## config.mk

```make
export PLATFORM = sky130hd
export DESIGN_NAME = pwm_capture
export DESIGN_NICKNAME = d
export VERILOG_FILES = /design/src/rtl/pwm_pkg.sv /design/src/rtl/pwm_div.sv /design/src/rtl/pwm_capture.sv
export SDC_FILE = /design/constraint.sdc
export NUM_CORES = 1
export LEC_CHECK = 0
export CAP_MARGIN = 20
export CORE_MARGIN = 3
export CORE_UTILIZATION = 50
export CTS_CLUSTER_DIAMETER = 40
export DETAILED_ROUTE_END_ITERATION = 6
export GPL_TIMING_DRIVEN = 0
export PLACE_DENSITY = 0.76
export SYNTH_ARGS = -nofsm -noshare
export SYNTH_HDL_FRONTEND = slang
export SYNTH_SLANG_ARGS = --single-unit
```

## constraint.sdc

```tcl
create_clock -name clk -period 5.8 [get_ports clk]
set_clock_uncertainty 0.15 [all_clocks]
set_input_delay 0.87 -clock clk [delete_from_list [all_inputs] [get_ports clk]]
set_output_delay 0.87 -clock clk [all_outputs]
set_load 0.01 [all_outputs]
```

## src/rtl/pwm_pkg.sv

```systemverilog
// Shared PWM definitions: capture FSM states, default widths and the generator period.
package pwm_pkg;

  localparam int CNT_W_DEF  = 16;
  localparam int DUTY_W_DEF = 8;
  localparam int PWM_PERIOD = 256;

  typedef enum logic [1:0] {
    WAIT_RISE = 2'd0,
    MEAS_HIGH = 2'd1,
    MEAS_LOW  = 2'd2
  } state_t;

endpackage

```

## src/rtl/pwm_div.sv

```systemverilog
// Restoring divider producing one quotient bit per cycle; the upper part of the
// dividend must already be smaller than the divisor so the quotient fits DUTY_W bits.
module pwm_div import pwm_pkg::*; #(
  parameter int CNT_W  = CNT_W_DEF,
  parameter int DUTY_W = DUTY_W_DEF
) (
  input  logic                    clk,
  input  logic                    rst,
  input  logic                    start,
  input  logic                    abort,
  input  logic [CNT_W+DUTY_W-1:0] dividend,
  input  logic [CNT_W-1:0]        divisor,
  output logic                    busy,
  output logic                    done,
  output logic [DUTY_W-1:0]       quotient
);

  localparam int IW = $clog2(DUTY_W + 1);

  logic              run;
  logic [IW-1:0]     iter;
  logic [CNT_W-1:0]  rem;
  logic [CNT_W-1:0]  dvs;
  logic [DUTY_W-1:0] low;
  logic [DUTY_W-1:0] quo;
  logic [CNT_W:0]    shifted;
  logic [CNT_W-1:0]  diff;
  logic              ge;

  // The partial remainder is always below the divisor, so rem*2+bit fits CNT_W+1 bits
  // and the subtraction result fits CNT_W bits.
  always_comb begin
    shifted = {rem, low[DUTY_W-1]};
    diff    = shifted[CNT_W-1:0] - dvs;
    ge      = (shifted >= {1'b0, dvs});
  end

  always_ff @(posedge clk or posedge rst) begin
    if (rst) begin
      run  <= 1'b0;
      done <= 1'b0;
      iter <= '0;
      rem  <= '0;
      dvs  <= '0;
      low  <= '0;
      quo  <= '0;
    end else begin
      done <= 1'b0;
      if (abort) begin
        run  <= 1'b0;
        iter <= '0;
      end else if (start) begin
        rem  <= dividend[CNT_W+DUTY_W-1:DUTY_W];
        low  <= dividend[DUTY_W-1:0];
        dvs  <= divisor;
        quo  <= '0;
        iter <= '0;
        run  <= 1'b1;
      end else if (run) begin
        rem  <= ge ? diff : shifted[CNT_W-1:0];
        low  <= low << 1;
        quo  <= (quo << 1) | DUTY_W'(ge);
        iter <= iter + 1'b1;
        if (iter == IW'(DUTY_W - 1)) begin
          run  <= 1'b0;
          done <= 1'b1;
        end
      end
    end
  end

  // The done cycle counts as busy so a result is never overwritten before it is taken.
  assign busy     = run | done;
  assign quotient = quo;

endmodule

```

## src/rtl/pwm_capture.sv

```systemverilog
// PWM receiver: measures period/high time of pwm_in and reports duty = high*2^DUTY_W/period.
// Define PWM_CAPTURE_DEGLITCH_EN to add a 2-sample majority filter behind the synchronizer.
module pwm_capture import pwm_pkg::*; #(
  parameter int CNT_W   = CNT_W_DEF,
  parameter int DUTY_W  = DUTY_W_DEF,
  parameter int TIMEOUT = 1024
) (
  input  logic              clk,
  input  logic              rst,
  input  logic              pwm_in,
  output logic [CNT_W-1:0]  period,
  output logic [CNT_W-1:0]  high_time,
  output logic [DUTY_W-1:0] duty,
  output logic              valid,
  output logic              stuck,
  output logic              overrun
);

  logic              sync1, sync2, level, prev;
  logic              rise, fall;
  state_t            state;
  logic [CNT_W-1:0]  per_cnt, hi_cnt, idle_cnt;
  logic [CNT_W-1:0]  op_period, op_high;
  logic              timeout_hit, div_start, div_abort;
  logic              div_busy, div_done;
  logic [DUTY_W-1:0] quotient;

  always_ff @(posedge clk or posedge rst) begin
    if (rst) begin
      sync1 <= 1'b0;
      sync2 <= 1'b0;
    end else begin
      sync1 <= pwm_in;
      sync2 <= sync1;
    end
  end

`ifdef PWM_CAPTURE_DEGLITCH_EN
  logic sync3, filt;

  // The filtered level only follows two consecutive equal samples.
  always_ff @(posedge clk or posedge rst) begin
    if (rst) begin
      sync3 <= 1'b0;
      filt  <= 1'b0;
    end else begin
      sync3 <= sync2;
      if (sync2 == sync3) filt <= sync2;
    end
  end

  assign level = filt;
`else
  assign level = sync2;
`endif

  always_ff @(posedge clk or posedge rst) begin
    if (rst) prev <= 1'b0;
    else     prev <= level;
  end

  assign rise = level & ~prev;
  assign fall = ~level & prev;

  // An edge in the same cycle always beats the timeout.
  always_comb begin
    timeout_hit = !(rise || fall) && (idle_cnt == CNT_W'(TIMEOUT - 1));
    div_start   = (state == MEAS_LOW) && rise && !div_busy;
    div_abort   = timeout_hit;
  end

  pwm_div #(.CNT_W(CNT_W), .DUTY_W(DUTY_W)) u_div (
    .clk      (clk),
    .rst      (rst),
    .start    (div_start),
    .abort    (div_abort),
    .dividend ({hi_cnt, {DUTY_W{1'b0}}}),
    .divisor  (per_cnt),
    .busy     (div_busy),
    .done     (div_done),
    .quotient (quotient)
  );

  // Counters restart at 1 on a rise because the edge cycle itself belongs to the new period.
  always_ff @(posedge clk or posedge rst) begin
    if (rst) begin
      state     <= WAIT_RISE;
      per_cnt   <= '0;
      hi_cnt    <= '0;
      idle_cnt  <= '0;
      op_period <= '0;
      op_high   <= '0;
      period    <= '0;
      high_time <= '0;
      duty      <= '0;
      valid     <= 1'b0;
      stuck     <= 1'b0;
      overrun   <= 1'b0;
    end else begin
      valid <= 1'b0;

      if (rise || fall)                      idle_cnt <= '0;
      else if (idle_cnt != CNT_W'(TIMEOUT))  idle_cnt <= idle_cnt + 1'b1;

      if (timeout_hit) begin
        period    <= '0;
        high_time <= '0;
        duty      <= {DUTY_W{level}};
        valid     <= 1'b1;
        stuck     <= 1'b1;
        state     <= WAIT_RISE;
      end else begin
        if (div_done) begin
          period    <= op_period;
          high_time <= op_high;
          duty      <= quotient;
          valid     <= 1'b1;
        end
        if (rise) stuck <= 1'b0;

        case (state)
          WAIT_RISE: begin
            if (rise) begin
              per_cnt <= CNT_W'(1);
              hi_cnt  <= CNT_W'(1);
              state   <= MEAS_HIGH;
            end
          end
          MEAS_HIGH: begin
            per_cnt <= per_cnt + 1'b1;
            if (fall) state  <= MEAS_LOW;
            else      hi_cnt <= hi_cnt + 1'b1;
          end
          MEAS_LOW: begin
            if (rise) begin
              if (div_busy) begin
                overrun <= 1'b1;
              end else begin
                op_period <= per_cnt;
                op_high   <= hi_cnt;
              end
              per_cnt <= CNT_W'(1);
              hi_cnt  <= CNT_W'(1);
              state   <= MEAS_HIGH;
            end else begin
              per_cnt <= per_cnt + 1'b1;
            end
          end
          default: state <= WAIT_RISE;
        endcase
      end
    end
  end

endmodule
```

**Word level (Yosys, flattened, before mapping)**

Index checks and enable logic that the tools add are counted.

- $add $sub $neg: 5
- Magnitude comparators: 1
- Equal/unequal tests: 10
- Mux-type cells: 39
- Bitwise operators: 8
- Reductions and logical operators: 22

Operator list:

| operator | number |
|---|---|
| $mux W16 | 12 |
| $add A16 B1 Y16 const B | 3 |
| $mux W8 | 6 |
| $pmux W16 S3 | 1 |
| $pmux W16 S2 | 1 |
| $ge A17 B16 Y1 | 1 |
| $eq A16 B10 Y1 const B | 1 |
| $ne A16 B11 Y1 const B | 1 |
| $sub A16 B16 Y16 | 1 |
| $mux W1 | 12 |
| $mux W4 | 3 |
| $reduce_and A4 Y1 | 3 |
| $reduce_bool A2 Y1 | 5 |
| $or A8 B1 Y8 | 1 |
| $mux W2 | 3 |
| $reduce_and A2 Y1 | 3 |
| $reduce_bool A3 Y1 | 2 |
| $add A4 B1 Y4 const B | 1 |
| $eq A4 B3 Y1 const B | 1 |
| $ne A2 B2 Y1 const B | 2 |
| $not A1 Y1 | 4 |
| $pmux W2 S2 | 1 |
| $logic_and A1 B1 Y1 | 3 |
| $ne A3 B1 Y1 const B | 1 |
| other kinds (11) | 13 |

- Register bits after elaboration: 182
- Output and inout port bits: 43
- Logic and storage cells: 107

**Depth between registers and ports, before layout**

Gate-level depths: netlist of the first run.

- Depth in word-level cells: 7
- Gate-level depth with buffers: 10
- Gate-level depth less buffers: 9

**Hierarchy**

A second synthesis of the first run with hierarchy kept.

- Cells, all modules: 876
- Area, all modules: 9,252.6 µm²

By module, submodules not included:

| module | times used | cells each | area an instance (µm²) | sequential area each (µm²) |
|---|---|---|---|---|
| pwm_capture | 1 | 527 | 5,989.5 | 3,203.1 |
| pwm_div | 1 | 349 | 3,263.1 | 1,351.3 |

**Least setup slack after synthesis of the first run**

OpenSTA, ideal clock, no wires.

- Path type: register to register
- Start point: register state[0]
- End point: register hi_cnt[5]
- Library setup time: 121 ps
- Data arrival time: 2,043 ps
- Required time: 5,529 ps
- Setup slack: 3,486 ps
- Stages on the path, launching flop included: 10
- Path buffers: 1
- Cells stage by stage: dfrtp_1 > inv_1 > ha_1 > clkbuf_1 > o21ba_2 > a211oi_1 > a21boi_1 > nand4_1 > xor2_1 > nor2_1

- Cells in the longest elaborated chain, start to end: 4
- Elaborated cells between the ends (all ways): 9
- Classes of those cells: 4 x eq/ne; 1 x mux; 4 x reduce/logical

Ends and longest elaborated chain:

| element | line | source |
|---|---|---|
| start: declaration | pwm_capture.sv:21 | `state_t state;` |
| start signal: assignment | pwm_capture.sv:87 | `state <= WAIT_RISE;` |
| start signal: assignment | pwm_capture.sv:111 | `state <= WAIT_RISE;` |
| start signal: assignment | pwm_capture.sv:126 | `state <= MEAS_HIGH;` |
| $eq A2 B2 Y1 / $logic_not A2 Y1 (equally long branches) | pwm_capture.sv:121 | `case (state)` |
| $reduce_or A2 Y1 (no source line) | n/a |  |
| $ne A2 B1 Y1 (no source line) / $reduce_bool A2 Y1 (equally long branches) | n/a |  |
| $reduce_and A4 Y1 (no source line) | n/a |  |
| end signal: assignment | pwm_capture.sv:132 | `else hi_cnt <= hi_cnt + 1'b1;` |
| end: declaration | pwm_capture.sv:22 | `logic [CNT_W-1:0] per_cnt, hi_cnt, idle_cnt;` |

Parallel ways exist; a longest one is shown, timed or not.
A chain may end at the register's enable or synchronous reset.

**Final worst setup path of the first run**

- Start point: register u_div.rem[9]
- End point: register u_div.rem[9]

- Cells in the longest elaborated chain, start to end: 4

Ends and longest elaborated chain:

| element | line | source |
|---|---|---|
| start: declaration | pwm_div.sv:22 | `logic [CNT_W-1:0] rem;` |
| start signal: assignment | pwm_div.sv:53 | `rem <= dividend[CNT_W+DUTY_W-1:DUTY_W];` |
| start signal: assignment | pwm_div.sv:60 | `rem <= ge ? diff : shifted[CNT_W-1:0];` |
| $ge A17 B16 Y1 | pwm_div.sv:35 | `ge = (shifted >= {1'b0, dvs});` |
| $mux W16 | pwm_div.sv:60 |  |
| $mux W16 | pwm_div.sv:59 | `end else if (run) begin` |
| $mux W16 | pwm_div.sv:52 | `end else if (start) begin` |

Every way passes these cells. The select of a mux whose other input is x is not followed.

==> impl_metrics.env, run 1 <==
export IMPL_row_count=46
export IMPL_cts_num_sinks=174
export IMPL_detail_route_first_pass_iterations=5
export IMPL_synth_top_area_cell="dfrtp_1"
export IMPL_floorplan_core_area_mm2=0.0162
export IMPL_die_h_um=136
export IMPL_critPathKind="register to register"
export IMPL_relative_slew_slack_pct=43.2
export IMPL_yosysWarnings=0
export IMPL_synth_most_common_cell="dfrtp_1"
export IMPL_power_density_mw_per_mm2=439
export IMPL_final_layout_size_suffix_gt1_share_pct=7.20
export IMPL_cts_htree_levels=4
export IMPL_antenna_found_initial=0
export IMPL_post_synth_instance_area_mm2=0.00846
export IMPL_hold_violations=0
export IMPL_drv_max_cap_violation_count=0
export IMPL_unrepaired_setup_endpoints_after_global_routing="false"
export IMPL_number_of_synthesized_flops_with_an_enable_pin=0
export IMPL_type_of_the_worst_min_delay_path="register to register"
export IMPL_postLayoutCoreUtil_pct=60.6
export IMPL_port_buffers=45
export IMPL_run_status="finished clean"
export IMPL_globalRouteTotalUtil_pct=22.0
export IMPL_worstPathMaxFanout=10
export IMPL_antenna_cells_inserted=0
export IMPL_cts_hold_buf=0
export IMPL_place_congestion=0.918
export IMPL_wire_length_of_the_first_global_routing_pass_mm=32.1
export IMPL_syn_nets=883
export IMPL_synth_seq_area_share_pct=51.5
export IMPL_critical_path_arrival_ns=3.00
export IMPL_final_cell_count_no_fill=1146
export IMPL_grt_overflow_total=0
export IMPL_leakagePower_uw=0.00450
export IMPL_cp_start_kind="register"
export IMPL_floorplan_initialDensity_pct=52.1
export IMPL_timing_final_crit_share_pct=48.7
export IMPL_cts_max_path_buffers=2
export IMPL_report_final_setup_viol=0
export IMPL_final_net_count=948
export IMPL_vias=6437
export IMPL_dieArea_mm2=0.0185
export IMPL_ys_dominant_reg_cell="dfrtp_1"
export IMPL_postcts_setup_bufs=0
export IMPL_synthTopCellsByCount="174 x dfrtp_1, 132 x nand2_1, 84 x nor2_1"
export IMPL_areaGrowthSynthToFinish_pct=16.4
export IMPL_maxClockFrequency_mhz=354
export IMPL_vias_in_the_first_global_route=6393
export IMPL_detail_route_antenna_nets=0
export IMPL_route_detailed_drc=0
export IMPL_synth_largest_type_area_fraction_pct=51.5
export IMPL_ys_ff_latch=174
export IMPL_worst_pin_slew_ns=0.852
export IMPL_dpl_hpwl_mm=13.4
export IMPL_clk_root_buffer_cell="clkbuf_16"
export IMPL_wire_per_inst_um=16.7
export IMPL_post_synth_inst_count=852
export IMPL_die_w_um=136
export IMPL_timing_final_max_slew_violations=0
export IMPL_yosys_cell_types_count=63
export IMPL_cts_reportedPaths_clkPinSlew_ns=0.07
export IMPL_ios=46
export IMPL_timing_final_crit_period_ns=2.82
export IMPL_postSynthAreaPerCell_um2=9.92
export IMPL_cts_made_buffers=17
export IMPL_post_place_cells=1114
export IMPL_route_final_wire_length_mm=19.1
export IMPL_crit_required_ns=5.98
export IMPL_worstSetupEndpointType="register"
export IMPL_tritoncts_clock_tree="yes"
export IMPL_peakVddDrop_uv=273
export IMPL_vias_per_cell=5.62
export IMPL_grt_max_degree=128
export IMPL_synth_area_top_cells="dfrtp_1 51%, nand2_1 5.9%, mux2i_1 5.7%, ha_1 4.0%, nor2_1 3.7%"
export IMPL_async_sr_flop_fraction_pct=100
export IMPL_post_cts_resize_count=0
export IMPL_worstSkewPairLatency_ns=0.45
export IMPL_drt_iter0_markers=543
-- layout by cell type (no fill, tap or decap), types with 4 or more instances in the layout --
cell type	count
and3_1	10
dfrtp_1	174
a211oi_1	5
nor2_1	84
nand2_1	132
inv_1	29
a21o_1	9
a21oi_1	32
nand4_1	16
a22oi_1	4
o22a_1	4
nand3_1	23
buf_2	12
buf_1	4
xor2_1	14
clkdlybuf4s50_1	45
o221a_2	5
nor3_1	16
o21ai_0	27
o221ai_1	4
clkbuf_1	18
inv_6	4
ha_1	27
nor4_1	8
xnor2_1	33
nor2b_1	7
or3_1	5
a22o_1	7
o211ai_1	10
mux2i_1	48
o21ai_1	10
and2_1	14
nand2b_1	8
clkbuf_16	17
-- through the flow --
step	hold slack, ns	power (uW)	setup TNS (ns)	cell area (um^2)	worst slack [ns]
6_report	0.204	4320	0	9840	2.98
5_1_grt	0.209	4570	0	9840	2.75
4_1_cts	0.204	4320	0	9840	3.01
3_5_place_dp	0.187	3080	0	9210	3.03
3_3_place_gp	0.181	3040	-384.16	9180	-2.22
2_1_floorplan	0.181	2660	0	8460	0.0632
-- final timing paths --
| path | start | end | slack [ns] | depth (start not counted) |
|---|---|---|---|---|
| max | u_div.rem[9]$_DFFE_PP0P_ | u_div.rem[9]$_DFFE_PP0P_ | 2.98 | 9 |
| min | sync1$_DFF_PP0_ | level$_DFF_PP0_ | 0.20 | 0 |
| max reg2reg | u_div.rem[9]$_DFFE_PP0P_ | u_div.rem[9]$_DFFE_PP0P_ | 2.98 | 9 |
| min reg2reg | sync1$_DFF_PP0_ | level$_DFF_PP0_ | 0.20 | 0 |
| max in group asynchronous | rst | hi_cnt[2]$_DFFE_PP0P_ | 3.88 | 3 |
| min in group asynchronous | rst | idle_cnt[0]$_DFFE_PP0P_ | 0.67 | 2 |
-- registers in the layout, indices dropped and copies added, names as in the netlist, 16 cells and up --
signal	cells
per_cnt	16
op_high	16
idle_cnt	16
op_period	16
u_div.dvs	16
hi_cnt	16
u_div.rem	16
period	16
high_time	16
-- layout make-up --
type / count / area (um^2)
clock buffers: 19 / 453
fillers: 1415 / 6390
repair buffers: 46 / 478
clock inverters: 13 / 176
multi-input cells: 609 / 3810
inverters: 30 / 120
plain buffers: 39 / 181
well taps: 216 / 270
flip-flops and latches: 174 / 4350
-- metal layers --
layer	GRT usage, %	vias up	wire [um]
met2	34.4	146	8770
li1	-	3102	-
met5	0	-	0
met4	7.73	0	372
met1	30.9	3165	9150
met3	4.37	24	800
-- power breakdown --
group | internal [uW] | switching, uW | total [uW]
registers | 1400 | 159 | 1560
logic | 638 | 897 | 1530
clock network | 712 | 517 | 1230
-- kinds of logic (layout without fill, tap and decap cells) --
logic type                 Yosys count  in the layout  synth area share [%]
DFF                                174            174                  51.5
buffers and inverters               69            147                  3.48
xor gates and xnor gates            47             47                  4.87
and+or+nand+nor                    343            343                  18.9
AOI/OAI and AO/OA                  142            142                  11.2
adders and majority gates           28             28                  4.23
muxes                               49             49                  5.82
-- worst max-delay path, stage by stage (launching register included) --
cell       delay (ns)
dfrtp_1          0.44
ha_1             0.29
clkbuf_1         0.28
nand2_1          0.11
nor3_1           0.21
o2111ai_1        0.16
o2111ai_1        0.14
buf_2            0.28
nand2_1          0.32
o221a_2          0.34
Power figures use the tool's default switching activity.
==> run 2, diff against run 1 <==
--- a/config.mk
+++ b/config.mk
@@ -11,7 +11,7 @@
 export CTS_CLUSTER_DIAMETER = 40
 export DETAILED_ROUTE_END_ITERATION = 6
 export GPL_TIMING_DRIVEN = 0
-export PLACE_DENSITY = 0.76
+export PLACE_DENSITY = 0.73
 export SYNTH_ARGS = -nofsm -noshare
 export SYNTH_HDL_FRONTEND = slang
 export SYNTH_SLANG_ARGS = --single-unit
==> constraint.sdc (replaced) <==
create_clock -name clk -period 2.8 [get_ports clk]
set_clock_uncertainty 0.15 [all_clocks]
set_input_delay 0.42 -clock clk [delete_from_list [all_inputs] [get_ports clk]]
set_output_delay 0.42 -clock clk [all_outputs]
set_load 0.01 [all_outputs]
==> impl_metrics.env, run 2 (synthesis results as in run 1) <==
export IMPL_run_status="finished clean"
export IMPL_commonest_cells_after_routing_fill_and_taps_aside="174 x dfrtp_1, 130 x nand2_1, 84 x nor2_1"
export IMPL_combinational_fraction_of_design_power_pct=35.9
export IMPL_ios=46
export IMPL_die_w_um=136
export IMPL_timing_final_max_slew_violations=0
export IMPL_power_density_mw_per_mm2=896
export IMPL_worstSetupEndpointType="register"
export IMPL_row_count=46
export IMPL_seq_power_share_pct=36.1
export IMPL_timing_final_crit_share_pct=95.8
export IMPL_floorplan_initialDensity_pct=52.1
export IMPL_worst_pin_slew_ns=0.885
export IMPL_antenna_found_initial=0
export IMPL_wire_length_of_the_first_global_routing_pass_mm=33.0
export IMPL_swShare_pct=35.8
export IMPL_globalRouteTotalUtil_pct=22.7
export IMPL_grt_max_degree=42
export IMPL_final_net_count=953
export IMPL_antenna_cells_inserted=0
export IMPL_die_h_um=136
export IMPL_hold_slack_ns=0.199
export IMPL_leakagePower_uw=0.00456
export IMPL_vias_per_cell=5.68
export IMPL_maxClockFrequency_mhz=373
export IMPL_final_layout_size_suffix_gt1_share_pct=8.77
export IMPL_report_final_setup_viol=0
export IMPL_detail_route_first_pass_iterations=5
export IMPL_timing_final_crit_period_ns=2.68
export IMPL_vias_in_the_first_global_route=6370
export IMPL_cts_reportedPaths_clkPinSlew_ns=0.07
export IMPL_worstSkewPairLatency_ns=0.44
export IMPL_cts_max_path_buffers=2
export IMPL_internal_power_uw=5720
export IMPL_critPathKind="register to register"
export IMPL_vias=6535
export IMPL_worstPathMaxFanout=10
export IMPL_dr_wl_met2_mm=9.34
export IMPL_cts_num_sinks=174
export IMPL_peakVddDrop_uv=585
export IMPL_drv_max_cap_violation_count=0
export IMPL_detail_route_antenna_nets=0
export IMPL_hold_violations=0
export IMPL_cp_start_kind="register"
export IMPL_floorplan_core_area_mm2=0.0162
export IMPL_port_buffers=45
export IMPL_power_switching_uw=3190
export IMPL_grt_overflow_total=0
export IMPL_crit_required_ns=3.02
export IMPL_met1_length_mm=9.10
export IMPL_cts_hold_buf=0
export IMPL_route_met3_wl_um=945
export IMPL_relative_slew_slack_pct=40.9
export IMPL_p_clk_share_pct=27.9
export IMPL_timing_final_ws_setup_ns=0.118
export IMPL_layout_cells_most_common="dfrtp_1"
export IMPL_place_congestion=0.875
export IMPL_type_of_the_worst_min_delay_path="register to register"
export IMPL_dieArea_mm2=0.0185
export IMPL_tritoncts_clock_tree="yes"
export IMPL_cts_htree_levels=4
export IMPL_wire_per_inst_um=17.1
export IMPL_drt_iter0_markers=543
export IMPL_cts_made_buffers=17
export IMPL_areaGrowthSynthToFinish_pct=17.6
export IMPL_clk_root_buffer_cell="clkbuf_16"
export IMPL_dpl_hpwl_mm=14.0
export IMPL_unrepaired_setup_endpoints_after_global_routing="true"
export IMPL_route_final_wire_length_mm=19.7
export IMPL_place_ws_ns=-0.0322
export IMPL_critical_path_arrival_ns=2.90
export IMPL_route_detailed_drc=0
export IMPL_highest_layer="met4"
run 2: final cells by class:
type	instances	area, um^2
tap	216	270
sequential	174	4350
clock buffer	20	467
multi-input combinational	609	3840
clock inverter	12	158
fill	1383	6290
inverter	30	116
timing repair buffer	51	546
buffer	39	194
run 2: critical path, stage by stage, from the launching register on:
cell and delay (ns):
dfrtp_1 0.39, inv_1 0.06, ha_2 0.39, nand4b_1 0.22, or3_4 0.46, o21ai_2 0.30
buf_4 0.25, nor2_2 0.06, buf_2 0.21, nor2_1 0.13
run 2: path summary, 6_finish.rpt:
check | start | to | slack (ns) | depth (start not counted)
max reg2reg | level$_DFF_PP0_ | hi_cnt[14]$_DFFE_PP0P_ | 0.12 | 9
max in group asynchronous | rst | high_time[2]$_DFFE_PP0P_ | 1.30 | 4
min | sync1$_DFF_PP0_ | level$_DFF_PP0_ | 0.20 | 0
min reg2reg | sync1$_DFF_PP0_ | level$_DFF_PP0_ | 0.20 | 0
max | level$_DFF_PP0_ | hi_cnt[14]$_DFFE_PP0P_ | 0.12 | 9
min in group asynchronous | rst | idle_cnt[4]$_DFFE_PP0P_ | 0.37 | 2
run 2: what timing repair did:
action | 4_1_cts | 5_1_grt
pin swaps | 0 | 2
resized for setup | 5 | 15
setup endpoints to repair | 29 | 109
setup buffers | 0 | 2
run 2: per-layer routing:
layer	vias to the layer above	global-route usage, %
met2	177	35.4
met5	-	0
li1	3091	-
met3	29	4.96
met1	3238	32.4
met4	0	6.22
run 2: per-stage QoR:
stage	util (%)	cell area, um^2	setup TNS, ns	power [uW]	instances
floorplan	-	8460	0	5520	852
global placement	56.6	9180	-244.56	6300	1113
detailed placement	57.1	9260	-0.247	6380	1117
CTS	61.0	9910	0	8890	1149
global route	61.3	9940	-0.0238	9450	1151
finish	61.3	9940	0	8910	1151
run 2: power groups by stage:
stage | Sequential (uW) | Combinational (uW) | Clock, uW
2_1_floorplan | 3180 | 2340 | 0
3_3_place_gp | 3250 | 3050 | 0
3_5_place_dp | 3260 | 3120 | 0
4_1_cts | 3220 | 3160 | 2510
5_1_grt | 3260 | 3570 | 2620
6_report | 3220 | 3200 | 2490
==> run 3, diff against run 2 <==
--- a/config.mk
+++ b/config.mk
@@ -12,6 +12,7 @@
 export DETAILED_ROUTE_END_ITERATION = 6
 export GPL_TIMING_DRIVEN = 0
 export PLACE_DENSITY = 0.73
+export RECOVER_POWER = 25
 export SYNTH_ARGS = -nofsm -noshare
 export SYNTH_HDL_FRONTEND = slang
 export SYNTH_SLANG_ARGS = --single-unit
==> impl_metrics.env, run 3 (synthesis results as in run 1) <==
export IMPL_floorplan_initialDensity_pct=52.1
export IMPL_antenna_found_initial=0
export IMPL_detail_route_first_pass_iterations=5
export IMPL_row_count=46
export IMPL_worstPathCellList="inv_1 > ha_2 > nand4b_1 > or3_4 > o21ai_2 > buf_4 > nor2_2 > buf_2 > nor2_1"
export IMPL_worstRegToRegCells=9
export IMPL_vias_in_the_first_global_route=6370
export IMPL_crit_path_top_delay_cell="or3_4"
export IMPL_route_detailed_drc=0
export IMPL_ios=46
export IMPL_route_final_wire_length_mm=19.7
export IMPL_critPathKind="register to register"
export IMPL_layout_cells_most_common="dfrtp_1"
export IMPL_detail_route_antenna_nets=0
export IMPL_reg2reg_from="level$_DFF_PP0_"
export IMPL_floorplan_core_area_mm2=0.0162
export IMPL_wire_per_inst_um=17.1
export IMPL_report_final_setup_viol=0
export IMPL_vias=6528
export IMPL_worst_r2r_setup_slack_ns=0.14
export IMPL_min_from="sync1$_DFF_PP0_"
export IMPL_leakagePower_uw=0.00455
export IMPL_timing_final_crit_period_ns=2.66
export IMPL_peakVddDrop_uv=584
export IMPL_grt_overflow_total=0
export IMPL_cts_max_path_buffers=2
export IMPL_type_of_the_worst_min_delay_path="register to register"
export IMPL_die_w_um=136
export IMPL_areaGrowthSynthToFinish_pct=17.3
export IMPL_timing_final_max_slew_violations=37
export IMPL_cts_num_sinks=174
export IMPL_crit_family="simple AND/OR/NAND/NOR gates"
export IMPL_vias_per_cell=5.67
export IMPL_drt_iter0_markers=464
export IMPL_min_to="level$_DFF_PP0_"
export IMPL_timing_final_ws_setup_ns=0.135
export IMPL_critical_path_max_stage_delay_ns=0.46
export IMPL_cts_hold_buf=0
export IMPL_worstSetupEndpointType="register"
export IMPL_crit_reg2reg_capture="hi_cnt[14]$_DFFE_PP0P_"
export IMPL_place_congestion=0.875
export IMPL_worstSkewPairLatency_ns=0.44
export IMPL_worstPathMaxFanout=10
export IMPL_hold_violations=0
export IMPL_cts_htree_levels=4
export IMPL_worst_path_buf_inv=3
export IMPL_antenna_cells_inserted=0
export IMPL_grt_max_degree=42
export IMPL_cts_reportedPaths_clkPinSlew_ns=0.07
export IMPL_dpl_hpwl_mm=14.0
export IMPL_clk_root_buffer_cell="clkbuf_16"
export IMPL_critical_path_arrival_ns=2.88
export IMPL_die_h_um=136
export IMPL_violations_in_the_final_reports="capacitance limit, slew limit"
export IMPL_globalRouteTotalUtil_pct=22.7
export IMPL_dieArea_mm2=0.0185
export IMPL_power_density_mw_per_mm2=898
export IMPL_power_total_uw=8900
export IMPL_worst_hold_path_cells=0
export IMPL_maxClockFrequency_mhz=375
export IMPL_place_ws_ns=-0.0322
export IMPL_run_status="finished, violations left"
export IMPL_wire_length_of_the_first_global_routing_pass_mm=33.0
export IMPL_crit_required_ns=3.02
export IMPL_cp_start_kind="register"
export IMPL_final_layout_size_suffix_gt1_share_pct=8.77
export IMPL_cts_made_buffers=17
export IMPL_tritoncts_clock_tree="yes"
export IMPL_port_buffers=45
export IMPL_commonest_cells_after_routing_fill_and_taps_aside="174 x dfrtp_1, 130 x nand2_1, 84 x nor2_1"
export IMPL_timing_final_crit_share_pct=95.2
export IMPL_drv_max_cap_violation_count=1
export IMPL_unrepaired_setup_endpoints_after_global_routing="true"
export IMPL_relative_slew_slack_pct=-10.3
export IMPL_worst_pin_slew_ns=1.65
export IMPL_final_net_count=953
-- run 3: changes by cell type in the layout (fill, tap and decap cells not counted), sizes merged --
| cell | before | now |
|---|---|---|
| clkbuf | 38 | 40 |
| dlygate4sd3 | 0 | 2 |
| buf | 27 | 25 |
| clkdlybuf4s50 | 45 | 43 |
-- run 3: metal layers --
layer,vias to the layer above,track usage (%),part of all wire (%)
li1,3093,-,-
met1,3210,32.4,46
met2,193,35.4,47
met3,32,4.96,5.4
met4,0,6.22,1.7
met5,-,0,0
-- run 3: worst max path at each step --
stage	start	end	cells past startpoint
2_1_floorplan	rst	duty[0]$_DFFE_PP0P_	1
3_3_place_gp	rst	high_time[10]$_DFFE_PP0P_	2
3_5_place_dp	level$_DFF_PP0_	u_div.run$_DFF_PP0_	9
4_1_cts	level$_DFF_PP0_	u_div.dvs[0]$_DFFE_PP0P_	9
5_1_grt	level$_DFF_PP0_	hi_cnt[4]$_DFFE_PP0P_	9
6_report	level$_DFF_PP0_	hi_cnt[14]$_DFFE_PP0P_	9
-- run 3: power breakdown --
part | internal [uW] | switching [uW] | leakage, uW
Sequential | 2890 | 324 | 0.00235
Combinational | 1340 | 1850 | 0.00190
Clock | 1480 | 1010 | 0.000299
Total | 5720 | 3180 | 0.00455
-- run 3: timing repair --
action,4_1_cts,5_1_grt
pin swaps,0,2
gates cloned,0,0
setup buffers,0,2
gates resized for setup,5,15
setup endpoints to repair,29,109
-- run 3: final cells by class --
cell class / instances / area [um^2]
fill: 1388 / 6320
sequential: 174 / 4350
multi-input combinational: 609 / 3840
timing repair buffer: 51 / 520
clock buffer: 20 / 467
tap: 216 / 270
buffer: 39 / 194
clock inverter: 12 / 158
inverter: 30 / 114
-- run 3: worst reg2reg max path, stage by stage (launching register included) --
cell	delay, ns
dfrtp_1	0.39
inv_1	0.06
ha_2	0.39
nand4b_1	0.22
or3_4	0.46
o21ai_2	0.29
buf_4	0.25
nor2_2	0.06
buf_2	0.21
nor2_1	0.13
-- run 3: per-stage QoR --
step	utilization [%]	hold WS [ns]	TNS (ns)	cell area (um^2)	cells
final	61.1	0.199	0	9910	1151
after global routing	61.1	0.235	-0.0238	9910	1151
after floorplan	-	0.181	0	8460	852
after detailed placement	57.1	0.185	-0.247	9260	1117
after global placement	56.6	0.182	-244.56	9180	1113
after CTS	61.0	0.200	0	9910	1149
